===== config.mk =====
export PLATFORM = sky130hd
export DESIGN_NAME = bram_arbiter
export DESIGN_NICKNAME = d
export VERILOG_FILES = /design/src/rtl/bram_arbiter.sv
export SDC_FILE = /design/constraint.sdc
export NUM_CORES = 1
export LEC_CHECK = 0
export CELL_PAD_IN_SITES_DETAIL_PLACEMENT = 1
export CELL_PAD_IN_SITES_GLOBAL_PLACEMENT = 1
export CORE_MARGIN = 4
export CORE_UTILIZATION = 14
export DETAILED_ROUTE_END_ITERATION = 7
export PLACE_DENSITY = 0.79
export SYNTH_ARGS = -nofsm -noshare
export SYNTH_HDL_FRONTEND = slang
export SYNTH_SLANG_ARGS = --single-unit

===== constraint.sdc =====
create_clock -name clk -period 2.1 [get_ports clk]
set_input_delay 0.42 -clock clk [delete_from_list [all_inputs] [get_ports clk]]
set_output_delay 0.42 -clock clk [all_outputs]
set_load 0.02 [all_outputs]

===== src/rtl/bram_arbiter.sv =====
// Two-port (fetch/data) arbiter in front of a single-port BRAM with round-robin
// conflict resolution, fixed one-cycle response latency and a saturating conflict counter.
module bram_arbiter #(
  parameter int ADDR_W = 18
) (
  input  logic              clk,
  input  logic              reset,
  input  logic              if_req,
  input  logic [31:0]       if_addr,
  output logic              if_gnt,
  output logic              if_rvalid,
  output logic [31:0]       if_rdata,
  input  logic              d_req,
  input  logic              d_we,
  input  logic [3:0]        d_be,
  input  logic [31:0]       d_addr,
  input  logic [31:0]       d_wdata,
  output logic              d_gnt,
  output logic              d_rvalid,
  output logic [31:0]       d_rdata,
  output logic              d_err,
  output logic              bram_enable,
  output logic [3:0]        bram_we,
  output logic [ADDR_W-1:0] bram_addr,
  output logic [31:0]       bram_wdata,
  input  logic [31:0]       bram_rdata,
  output logic [15:0]       conflict_cnt
);

  typedef enum logic {
    WIN_FETCH = 1'b0,
    WIN_DATA  = 1'b1
  } winner_t;

  winner_t     last_winner_q, last_winner_d;
  logic        if_rvalid_q, if_rvalid_d;
  logic        d_rvalid_q, d_rvalid_d;
  logic        d_err_q, d_err_d;
  logic        d_rd_q, d_rd_d;
  logic [15:0] cnt_q, cnt_d;

  logic d_legal;
  logic conflict;
  logic unused_if_bits;

  // Fetch addresses wrap, so the byte offset and the bits above the BRAM are dropped.
  assign unused_if_bits = ^{if_addr[31:ADDR_W+2], if_addr[1:0]};

  assign d_legal  = (d_addr[1:0] == 2'b00) && ((d_addr >> (ADDR_W + 2)) == 32'd0);
  assign conflict = if_req && d_req;

  always_comb begin
    if_gnt = 1'b0;
    d_gnt  = 1'b0;
    if (!reset) begin
      if (conflict) begin
        if (last_winner_q == WIN_DATA) if_gnt = 1'b1;
        else                           d_gnt  = 1'b1;
      end else begin
        if_gnt = if_req;
        d_gnt  = d_req;
      end
    end
  end

  always_comb begin
    bram_enable = if_gnt || (d_gnt && d_legal);
    bram_we     = (d_gnt && d_legal && d_we) ? d_be : 4'b0000;
    bram_addr   = d_gnt ? d_addr[ADDR_W+1:2] : if_addr[ADDR_W+1:2];
    bram_wdata  = d_wdata;
  end

  always_comb begin
    if_rvalid_d   = if_gnt;
    d_rvalid_d    = d_gnt;
    d_err_d       = d_gnt && !d_legal;
    d_rd_d        = d_gnt && d_legal && !d_we;
    last_winner_d = last_winner_q;
    if (conflict) last_winner_d = if_gnt ? WIN_FETCH : WIN_DATA;
    cnt_d = cnt_q;
    if (conflict && cnt_q != 16'hFFFF) cnt_d = cnt_q + 16'd1;
  end

  always_ff @(posedge clk) begin
    if (reset) begin
      last_winner_q <= WIN_DATA;
      if_rvalid_q   <= 1'b0;
      d_rvalid_q    <= 1'b0;
      d_err_q       <= 1'b0;
      d_rd_q        <= 1'b0;
      cnt_q         <= 16'd0;
    end else begin
      last_winner_q <= last_winner_d;
      if_rvalid_q   <= if_rvalid_d;
      d_rvalid_q    <= d_rvalid_d;
      d_err_q       <= d_err_d;
      d_rd_q        <= d_rd_d;
      cnt_q         <= cnt_d;
    end
  end

  // A response still in flight when reset rises is masked immediately, not a cycle later.
  always_comb begin
    if_rvalid    = if_rvalid_q && !reset;
    d_rvalid     = d_rvalid_q && !reset;
    d_err        = d_rvalid && d_err_q;
    if_rdata     = if_rvalid ? bram_rdata : 32'd0;
    d_rdata      = (d_rvalid && d_rd_q) ? bram_rdata : 32'd0;
    conflict_cnt = cnt_q;
  end

endmodule

* Word-level counts from Yosys, hierarchy flattened
Cells that the tools add are included.
** Operators by class
- $add $sub $neg :: 1
- Reduce and logical (&&, ||, !) cells :: 17
- Mux-type cells :: 11
- Eq/ne operators :: 1
** Operators by type and width (number)
- $mux 32 :: 2
- $logic_not 32->1 :: 1
- $mux 18 :: 1
- $add 16x1->16 const B :: 1
- $ne 16x16->1 const B :: 1
- $logic_and 1x1->1 :: 11
- $mux 1 :: 7
- $mux 4 :: 1
- $logic_not 1->1 :: 3
- $logic_not 2->1 :: 1
- $logic_or 1x1->1 :: 1
** Word-level totals
- Register bits after elaboration :: 21

* Logic depth before layout (Yosys ltp)
- Word-level depth :: 6
- Gate-level depth with buffers :: 6
- Gate-level depth less buffers :: 5

* Least setup slack after synthesis
Ideal clock, no wire load.
- Kind :: input port to output port
- Start :: in reset
- End :: out bram_addr[10]
- Stages :: 5
- Setup slack :: 150 ps
- Buffers on the path :: 2
- Data required time :: 1680 ps
- Arrival time :: 1530 ps
- Cell sequence :: buf_2 -> inv_1 -> nand3_1 -> buf_1 -> mux2_2
** On the way
- Longest elaborated chain between the ends :: 2
** RTL lines
- from (decl) :: line 7 : input logic reset,
- $mux 1 :: line 55 : if (!reset) begin
- $mux 18 :: line 69 : bram_addr = d_gnt ? d_addr[ADDR_W+1:2] : if_addr[ADDR_W+1:2];
- to (decl) :: line 24 : output logic [ADDR_W-1:0] bram_addr,
Every way passes these cells.

* Worst setup path after layout
- Start :: in d_addr[21]
- End :: out bram_we[1]
** On the way
- Longest elaborated chain between the ends :: 5
** RTL lines
- from (decl) :: line 16 : input logic [31:0] d_addr,
- $logic_not 32->1 :: line 49 : assign d_legal = (d_addr[1:0] == 2'b00) && ((d_addr >> (ADDR_W + 2)) == 32'd0);
- $logic_and 1x1->1 :: line 49
- $logic_and 1x1->1 (2 in a row) :: line 68 : bram_we = (d_gnt && d_legal && d_we) ? d_be : 4'b0000;
- $mux 4 :: line 68
- to (decl) :: line 23 : output logic [3:0] bram_we,
Every way passes these cells.

==> results.cfg <==
[outcome]
status = finished clean

[logic_synthesis]
synth_top_area_cell = dfxtp_1
yosysWarnings = 0
post-synth-top-count-cell = and2_1
seq_area_frac_synth_pct = 21.4
ys_ff_latch = 21
yosys_most_used_dff = dfxtp_1
synth_area_leaders = dfxtp_1, and2_1, buf_4
synth_top_area_share_pct = 21.4
syn_area_mm2 = 0.00196
synthTopCellsByCount = and2_1, and3_1, buf_4
synth_async_sr_flop_share_pct = 0
syn_avg_cell_area_um2 = 7.82
synthCells = 251
synth_edf_count = 0
synthesis.nets = 389
ys_types = 39

[route]
dr.pass1.iters = 3
post-route-drc-count = 0
drtIter0Drc = 64
drt_wl_total_um = 9890
ant_nets = 0
vias = 2535
via_per_inst = 4.12
wire_per_inst_um = 16.1

[global_routing]
overflow = 0
antenna_found_initial = 0
grt_use_total_pct = 11.6
grt_pass1_vias = 2773
grt_max_degree = 35
grt_pass1_wl_um = 15300

[cells_and_area]
nets = 574
ff_latch_area_um2 = 420
n_fill_cell = 1696
finalInstanceArea_mm2 = 0.00409
drive_gt1_share_pct = 37.7
fin_cells = 615
multi_input_area_mm2 = 0.00128
diodes = 0
area_growth_pct = 108

[pwr]
p_per_area_mw_per_mm2 = 309
combPwrFrac_pct = 34.9
leakagePower_nw = 1.78
switching_share_pct = 27.8
switchingPower_mw = 0.352
intPower_mw = 0.914
clock_power_share_pct = 32.7
peakVddDrop_uv = 238
seqPwrFrac_pct = 32.4

[floorplanning]
io_pins = 277
num_rows = 43
die_w_um = 126
core_area_mm2 = 0.0138
start_util_pct = 14.2
die_h_um = 126
die-area_mm2 = 0.0160

[setup_path]
critPathRequiredTime_ps = 1680
cp_slowest_cell = nor4_2
r2r-start = conflict_cnt[3]$_SDFFE_PP0P_
end_kind = primary output
crit_family = simple AND/OR/NAND/NOR gates
cp-start-kind = input port
crit_top_cell = buf_6
cp.arrival_ps = 1620
crit_buf_inv = 3
critPathKind = input port to primary output
crit_path_max_incr_delay_ps = 220
cp_cell_sequence = clkdlybuf4s15_1 > nor4_2 > nand4_1 > nor3_4 > buf_6 > and2_4 > buf_6
cp_max_fo = 4
reg2reg_setup_slack_ps = 290
ff2ff_path_depth = 4
r2r-end = conflict_cnt[13]$_SDFFE_PP0P_

[timing]
maxSlewViolCount = 0
max_slew.worst_pin.slew_ps = 407
period_share_pct = 97.2
hold_viol_final = 0
setup-violations-final = 0
min_period_ps = 2040
fmax_ghz = 0.490
slew_headroom_pct = 72.7
clock_skew_ps = 6.68

[clock_tree]
cts.sinks = 21
clockBufferDepth = 2
cts_max_level = 1
clkTransAtPathRegs_ps = 60
clk_latency_ps = 260
cts_root_buffer = clkbuf_16
cts-buffers-inserted = 3
tritoncts = built
ctsHoldBuffers = 0

[min_path]
worstHoldStart = conflict_cnt[9]$_SDFFE_PP0P_
hold_path_depth = 2
min_to = conflict_cnt[9]$_SDFFE_PP0P_
worstHoldPathType = flop to flop

[place]
place_congestion = 0.891
postPlaceCellArea_mm2 = 0.00407
placed_cells = 606
hpwl_um = 8350
port_buffers = 198

[flow_run]
maxCapViolCount = 0
## cell families (layout without fill, tap and decap cells)
family                   count (synthesis)  count (layout)  share of synthesized area [%]
AO/OA/AOI/OAI                           21              21                           7.20
XOR/XNOR                                 2               2                          0.892
adder cells (fa/ha/maj)                  1               1                          0.637
buffers and inverters                   53             237                           16.4
flip-flops                              21              21                           21.4
multiplexers                            20              20                           11.4
AND/OR/NAND/NOR                        133             133                           42.0
## power by group through the flow
| stage | Clock, mW | Combinational [mW] | Sequential (mW) |
|---|---|---|---|
| 2_1_floorplan | 0 | 0.238 | 0.422 |
| 3_3_place_gp | 0 | 0.473 | 0.419 |
| 3_5_place_dp | 0 | 0.481 | 0.419 |
| 4_1_cts | 0.425 | 0.450 | 0.411 |
| 5_1_grt | 0.437 | 0.473 | 0.412 |
| 6_report | 0.413 | 0.442 | 0.410 |
## layout by cell type, fill, tap and decap left out, types with 10 or more instances in the layout
cell type,netlist,routed
and2_1,40,36
and3_1,36,36
buf_2,3,30
buf_4,32,25
clkbuf_2,0,13
clkdlybuf4s15_2,0,45
clkdlybuf4s50_1,0,89
dfxtp_1,21,21
mux2_2,19,19
nor2_1,10,10
## state kept, by name, indices dropped and copies added (netlist names)
signal and flops:
d_err_q 1, conflict_cnt 16, if_rvalid_q 1, d_rd_q 1, d_rvalid_q 1, last_winner_q 1
## worst max path at each step
stage / start / end / cells past startpoint
2_1_floorplan: reset / bram_addr[10] / 5
3_3_place_gp: d_addr[26] / bram_we[0] / 7
3_5_place_dp: d_addr[1] / bram_we[2] / 7
4_1_cts: d_addr[31] / bram_we[2] / 7
5_1_grt: d_addr[21] / bram_we[1] / 7
6_report: d_addr[21] / bram_we[1] / 7
## layout make-up
class	count	area share [%]
inverter	7	0.642
multi-input combinational	177	31.3
clock buffer	3	1.84
timing repair buffer	226	50.3
clock inverter	1	0.122
tap	180	5.51
sequential	21	10.3
## layer usage
metal	up-vias	routed length [um]	global-route usage (%)
met5	-	0	0
met1	1172	3850	13.3
met2	120	5100	21.5
li1	1221	-	-
met4	0	210	3.47
met3	22	735	2.44
## through the flow
stage	hold slack, ps	power (mW)	worst slack, ps	TNS, ps	util, %
2_1_floorplan	477	0.660	150	0	-
3_3_place_gp	502	0.893	-656	-44890	29.4
3_5_place_dp	519	0.900	-684	-44880	29.4
4_1_cts	528	1.29	9.23	0	30.2
5_1_grt	584	1.32	-8.50	-8.50	29.6
6_report	525	1.27	59.6	0	29.6
## timing repair
action	in CTS	in global routing
cloned	1	0
buffers inserted	2	2
pin swaps	9	6
endpoints found under the setup margin	92	19
resized for setup	324	33
## worst reg2reg max path, stage by stage, from the launching register on
cell and delay, ps:
dfxtp_1 480, nand4_4 180, or3_1 380, nor4b_2 300, mux2_2 360
No activity file was read; power rests on OpenSTA's default activity.
